File: src/rtl/present_pkg.sv
// present_pkg: shared constants, types and helpers for the PRESENT-80 core.
//   fsm_t       : controller state encoding (IDLE/ROUND/DONE)
//   ROUND_LAST  : index of the final round
//   SBOX_TBL    : 4-bit S-box, entry n sits in bits [4n+3:4n]
//   sbox()      : single-nibble substitution
//   player()    : 64-bit bit permutation
package present_pkg;

  localparam int STATE_W = 64;
  localparam int KEY_W   = 80;
  localparam int NIBBLES = STATE_W / 4;

  localparam logic [4:0] ROUND_LAST = 5'd31;

  typedef enum logic [1:0] {
    IDLE  = 2'd0,
    ROUND = 2'd1,
    DONE  = 2'd2
  } fsm_t;

  // S(0..F) = C,5,6,B,9,0,A,D,3,E,F,8,4,7,1,2 ; written MSB nibble first
  localparam logic [63:0] SBOX_TBL = 64'h2174_8FE3_DA09_B65C;

  function automatic logic [3:0] sbox(input logic [3:0] x);
    return SBOX_TBL[{x, 2'b00} +: 4];
  endfunction

  // bit j -> (16*j) mod 63, bit 63 fixed
  function automatic logic [STATE_W-1:0] player(input logic [STATE_W-1:0] x);
    logic [STATE_W-1:0] y;
    y = '0;
    for (int j = 0; j < STATE_W - 1; j++)
      y[(16 * j) % 63] = x[j];
    y[STATE_W-1] = x[STATE_W-1];
    return y;
  endfunction

endpackage

File: src/rtl/key_schedule.sv
// key_schedule: combinational PRESENT-80 key update.
//   key      : current 80-bit key register
//   rnd      : 5-bit round counter value mixed into bits [19:15]
//   key_next : key after rotate-left-61, S-box on top nibble, counter xor
module key_schedule
  import present_pkg::*;
(
  input  logic [KEY_W-1:0] key,
  input  logic [4:0]       rnd,
  output logic [KEY_W-1:0] key_next
);

  logic [KEY_W-1:0] rot;

  assign rot = {key[18:0], key[79:19]};

  always_comb begin
    key_next         = rot;
    key_next[79:76]  = sbox(rot[79:76]);
    key_next[19:15]  = rot[19:15] ^ rnd;
  end

endmodule

File: src/rtl/present_round.sv
// present_round: one combinational PRESENT round, y = pLayer(sBox(x ^ k)).
//   x : 64-bit cipher state
//   k : 64-bit round key (top 64 bits of the key register)
//   y : 64-bit round output
module present_round
  import present_pkg::*;
(
  input  logic [STATE_W-1:0] x,
  input  logic [STATE_W-1:0] k,
  output logic [STATE_W-1:0] y
);

  logic [STATE_W-1:0] t;
  logic [STATE_W-1:0] s;

  assign t = x ^ k;

  for (genvar g = 0; g < NIBBLES; g++) begin : g_sbox
    assign s[4*g +: 4] = sbox(t[4*g +: 4]);
  end

  assign y = player(s);

endmodule

File: src/rtl/present_enc_iter.sv
// present_enc_iter: iterative PRESENT-80 encryption, one round per clock.
//   clk : clock, rising edge
//   rst : synchronous reset, active low
//   req : 4-phase request; a 0->1 level seen in IDLE starts an operation
//   m   : 64-bit plaintext, sampled on the load edge only
//   k   : 80-bit key, sampled on the load edge only
//   ack : high from completion until req is seen low in DONE
//   r   : 64-bit ciphertext, held until the next completion or reset
module present_enc_iter
  import present_pkg::*;
(
  input  logic               clk,
  input  logic               rst,
  input  logic               req,
  input  logic [STATE_W-1:0] m,
  input  logic [KEY_W-1:0]   k,
  output logic               ack,
  output logic [STATE_W-1:0] r
);

  fsm_t               fsm, fsm_nxt;
  logic [4:0]         i, i_nxt;
  logic [STATE_W-1:0] st, st_nxt;
  logic [KEY_W-1:0]   key, key_nxt;
  logic [STATE_W-1:0] r_nxt;
  logic               ack_nxt;

  logic [STATE_W-1:0] rnd_out;
  logic [KEY_W-1:0]   ks_out;

  // single round datapath, shared by the iteration and the final whitening
  present_round u_round (
    .x (st),
    .k (key[79:16]),
    .y (rnd_out)
  );

  key_schedule u_ks (
    .key      (key),
    .rnd      (i),
    .key_next (ks_out)
  );

  always_ff @(posedge clk) begin
    if (!rst) begin
      fsm <= IDLE;
      i   <= '0;
      st  <= '0;
      key <= '0;
      r   <= '0;
      ack <= 1'b0;
    end else begin
      fsm <= fsm_nxt;
      i   <= i_nxt;
      st  <= st_nxt;
      key <= key_nxt;
      r   <= r_nxt;
      ack <= ack_nxt;
    end
  end

  always_comb begin
    fsm_nxt = fsm;
    i_nxt   = i;
    st_nxt  = st;
    key_nxt = key;
    r_nxt   = r;
    ack_nxt = ack;
    case (fsm)
      IDLE: begin
        if (req) begin
          st_nxt  = m;
          key_nxt = k;
          i_nxt   = 5'd1;
          fsm_nxt = ROUND;
        end
      end
      ROUND: begin
        if (i == ROUND_LAST) begin
          // round 31 plus the post-whitening with K32, straight into r
          r_nxt   = rnd_out ^ ks_out[79:16];
          ack_nxt = 1'b1;
          fsm_nxt = DONE;
        end else begin
          st_nxt  = rnd_out;
          key_nxt = ks_out;
          i_nxt   = i + 5'd1;
        end
      end
      DONE: begin
        if (!req) begin
          ack_nxt = 1'b0;
          fsm_nxt = IDLE;
        end
      end
      default: fsm_nxt = IDLE;
    endcase
  end

endmodule

File: config.mk
export PLATFORM = sky130hd
export DESIGN_NAME = present_enc_iter
export DESIGN_NICKNAME = d
export VERILOG_FILES = /design/src/rtl/present_pkg.sv /design/src/rtl/key_schedule.sv /design/src/rtl/present_round.sv /design/src/rtl/present_enc_iter.sv
export SDC_FILE = /design/constraint.sdc
export NUM_CORES = 1
export LEC_CHECK = 0
export ABC_CLOCK_PERIOD_IN_PS = 4900
export BUFFER_PORTS_ARGS = -buffer_cell sky130_fd_sc_hd__buf_2
export CAP_MARGIN = 15
export CORE_MARGIN = 5
export CORE_UTILIZATION = 62
export CTS_CLUSTER_DIAMETER = 40
export CTS_CLUSTER_SIZE = 16
export DETAILED_ROUTE_END_ITERATION = 8
export HOLD_SLACK_MARGIN = 0.05
export PLACE_DENSITY = 0.87
export SYNTH_ARGS = -nofsm -noshare
export SYNTH_HDL_FRONTEND = slang
export SYNTH_SLANG_ARGS = --single-unit
File: constraint.sdc
create_clock -name clk -period 4.9 [get_ports clk]
set_input_delay 1.225 -clock clk [delete_from_list [all_inputs] [get_ports clk]]
set_output_delay 1.225 -clock clk [all_outputs]
set_load 0.03 [all_outputs]
==> run_results.csv <==
group,metric,value,unit
timing,layout_min_cycle_time,2.91,ns
critical_path,reg2reg_depth,6,
clock_network,insertion_delay,0.56,ns
cells_and_area,num_antenna_cells,0,
timing,worst_slack,1.99,ns
timing,setup_tns,0,ns
pwr,power.share.combinational,0.340,
floorplanning,fp-row-count,52,
yosys,ys_top_cells_by_area,"dfxtp_1, ha_1, nand2_1",
critical_path,worstPathArrival,3.36,ns
timing,final-max-slew-violation-count,0,
grt,overflow,0,
yosys,syn-cell-area,12700,sq um
clock_network,clockRootBuffer,"clkbuf_16",
cells_and_area,syn_to_final_growth,17.6,%
cells_and_area,final_common_cell,"nand2_1",
clock_network,numCtsBuffers,31,
routing,wirelength,41200,um
cells_and_area,design_area,14900,sq um
critical_path,cp_slowest_cell,"clkinv_2",
pwr,power.density,453,nW/um^2
critical_path,critPathRequiredTime,5.35,ns
clock_network,clkSinkCount,216,
yosys,yosysWarnings,0,
critical_path,critPathMaxStageDelay,0.63,ns
pwr,power.switching,2.50,mW
clock_network,cts.clk_slew.worst_paths,0.06,ns
grt,first_global_vias,11300,
yosys,yosysTopAreaCellShare,0.342,
critical_path,path_class,"in2reg",
critical_path,crit_fanout,89,
pwr,swShare,0.371,
yosys,synth_ff_type,"dfxtp_1",
yosys,synth_top_area_cell,"dfxtp_1",
pwr,p_int,4.24,mW
timing,fmax,344,MHz
min_path,min_path_cells,2,
pwr,power,6.74,mW
grt,grt_max_degree,102,
placed_design,dp_slack,1.53,ns
yosys,avgSynthCellArea,8.61,sq um
floorplanning,io_pins,212,
critical_path,crit_path_start_kind,"primary input",
cells_and_area,most-common-layout-cells,"nand2_1, dfxtp_1, buf_2",
placed_design,routabilityCongestion,0.953,
timing,timing.slew.headroom,0.272,
yosys,yosysSeqAreaShare,0.342,
pwr,ir_drop,0.000285,V
timing,timing.final.hold_violations,0,
timing,setup_violations,0,
clock_network,cts_resized,0,
pwr,clockPowerShare,0.346,
cells_and_area,final_cells,1920,
timing,fin_crit_sh,0.593,
routing,vias,12000,
clock_network,post_cts_buffers,0,
timing,fin_skew,0.0107,ns
routing,drt-initial-drc-count,1421,
clock_network,cts_buffer_depth,3,
floorplanning,initial_core_util,0.628,
placed_design,dpl.cell_count,1863,
grt,grt_pass1_wl,62700,um
routing,antenna_left,0,
yosys,ys_types,40,
cells_and_area,finalNetCount,1877,
critical_path,crit_chain,"buf_2 -> clkinv_2 -> buf_4 -> a311oi_1",
floorplanning,chipWidth,153,um
clock_network,hold_buffers,0,
routing,drtPass1Iterations,6,
timing,rsz0062_at_grt,"no",
floorplanning,die-area,23400,sq um
timing,max_slew.worst_pin.slew,1.09,ns
yosys,async_reset_ff_frac,0,
floorplanning,core-area,20200,sq um
placed_design,dpl_cell_area,13800,sq um
yosys,synth_fp_nets,1720,
pwr,leakagePower,6.67,nW
cells_and_area,drive_above_1_share,0.216,
status,status,"completed",
critical_path,crit_path_end_kind,"flop",
placed_design,dp_hpwl,30000,um
clock_network,tritoncts,"yes",
floorplanning,die_y,153,um
yosys,yosys_register_bits,216,
routing,post_drt_wl_per_cell,21.5,um
routing,route.detailed.drc,0,
yosys,synth_cells,1470,
grt,grtUsageTotal,0.334,
clock_network,cts_max_level,1,
pwr,p_seq_frac,0.314,
placed_design,io_buffers,211,
grt,antenna_found_initial,0,
yosys,synth-edff-count,0,
min_path,hold_path_class,"reg2reg",
routing,avgViaCountPerCell,6.25,
run,drv_cap,0,
-- Yosys cell counts (27+ instances only) --
master / n
nand2_1: 279
dfxtp_1: 216
nor2_1: 126
ha_1: 103
xnor2_1: 78
a311oi_1: 72
a21oi_1: 67
inv_1: 67
clkbuf_1: 66
o21ai_0: 52
xor2_1: 36
mux4_2: 34
a21o_1: 33
o21ai_1: 30
nor3_1: 29
a221oi_1: 27
-- critical path: cells and delay by family --
| family | cells | cell delay [ns] |
|---|---|---|
| buf+inv | 3 | 1.68 |
| compound gates | 1 | 0.36 |
-- cell families after synthesis --
kind of cell	Yosys count	synth area share
AND/OR/NAND/NOR	451	0.140
AO/OA/AOI/OAI	336	0.181
flip-flops	216	0.342
buffers and inverters	176	0.0551
XOR/XNOR	133	0.103
adder cells (fa/ha/maj)	103	0.102
multiplexers	55	0.0771
-- power groups by stage --
| stage | registers, mW | logic (mW) | clock network (mW) |
|---|---|---|---|
| after floorplan | 2.06 | 1.59 | 0 |
| after global placement | 2.13 | 2.12 | 0 |
| after detailed placement | 2.14 | 2.21 | 0 |
| after CTS | 2.10 | 2.24 | 2.33 |
| after global routing | 2.12 | 2.44 | 2.41 |
| final | 2.12 | 2.30 | 2.33 |
-- final cells by class --
cell class / count / area, sq um
Fill cell: 1441 / 5280
Inverter: 75 / 283
Clock buffer: 33 / 793
Timing Repair Buffer: 225 / 1180
Multi-Input combinational cell: 1078 / 7670
Clock inverter: 23 / 294
Tap cell: 270 / 338
Sequential cell: 216 / 4320
-- path summary, 6_finish.rpt --
| check | start | end | slack (ns) |
|---|---|---|---|
| worst max-delay path | rst | key[68] | 1.99 |
| worst min-delay path | r[48] | r[48] | 0.44 |
| worst min register to register | r[48] | r[48] | 0.44 |
| worst max register to register | fsm[0] | r[53] | 2.00 |
-- routing by layer --
metal  vias to the layer above  track usage  part of all wire
met2                       891        0.521              0.44
met5                         -            0                 0
met1                      5580        0.443              0.36
met4                         0        0.165             0.056
met3                       147       0.0712              0.14
li1                       5384            -                 -
-- flip-flops by register name, indices dropped and copies added (netlist names) --
name	count
i	5
st	64
r	64
key	80
ack	1
fsm	2
-- metrics by stage --
stage | util | hold WS (ns)
after global routing | 0.738 | 0.464
final | 0.738 | 0.441
after CTS | 0.737 | 0.445
after floorplan | - | 0.445
after detailed placement | 0.683 | 0.438
after global placement | 0.683 | 0.431
(Power assumes the default switching activity.)
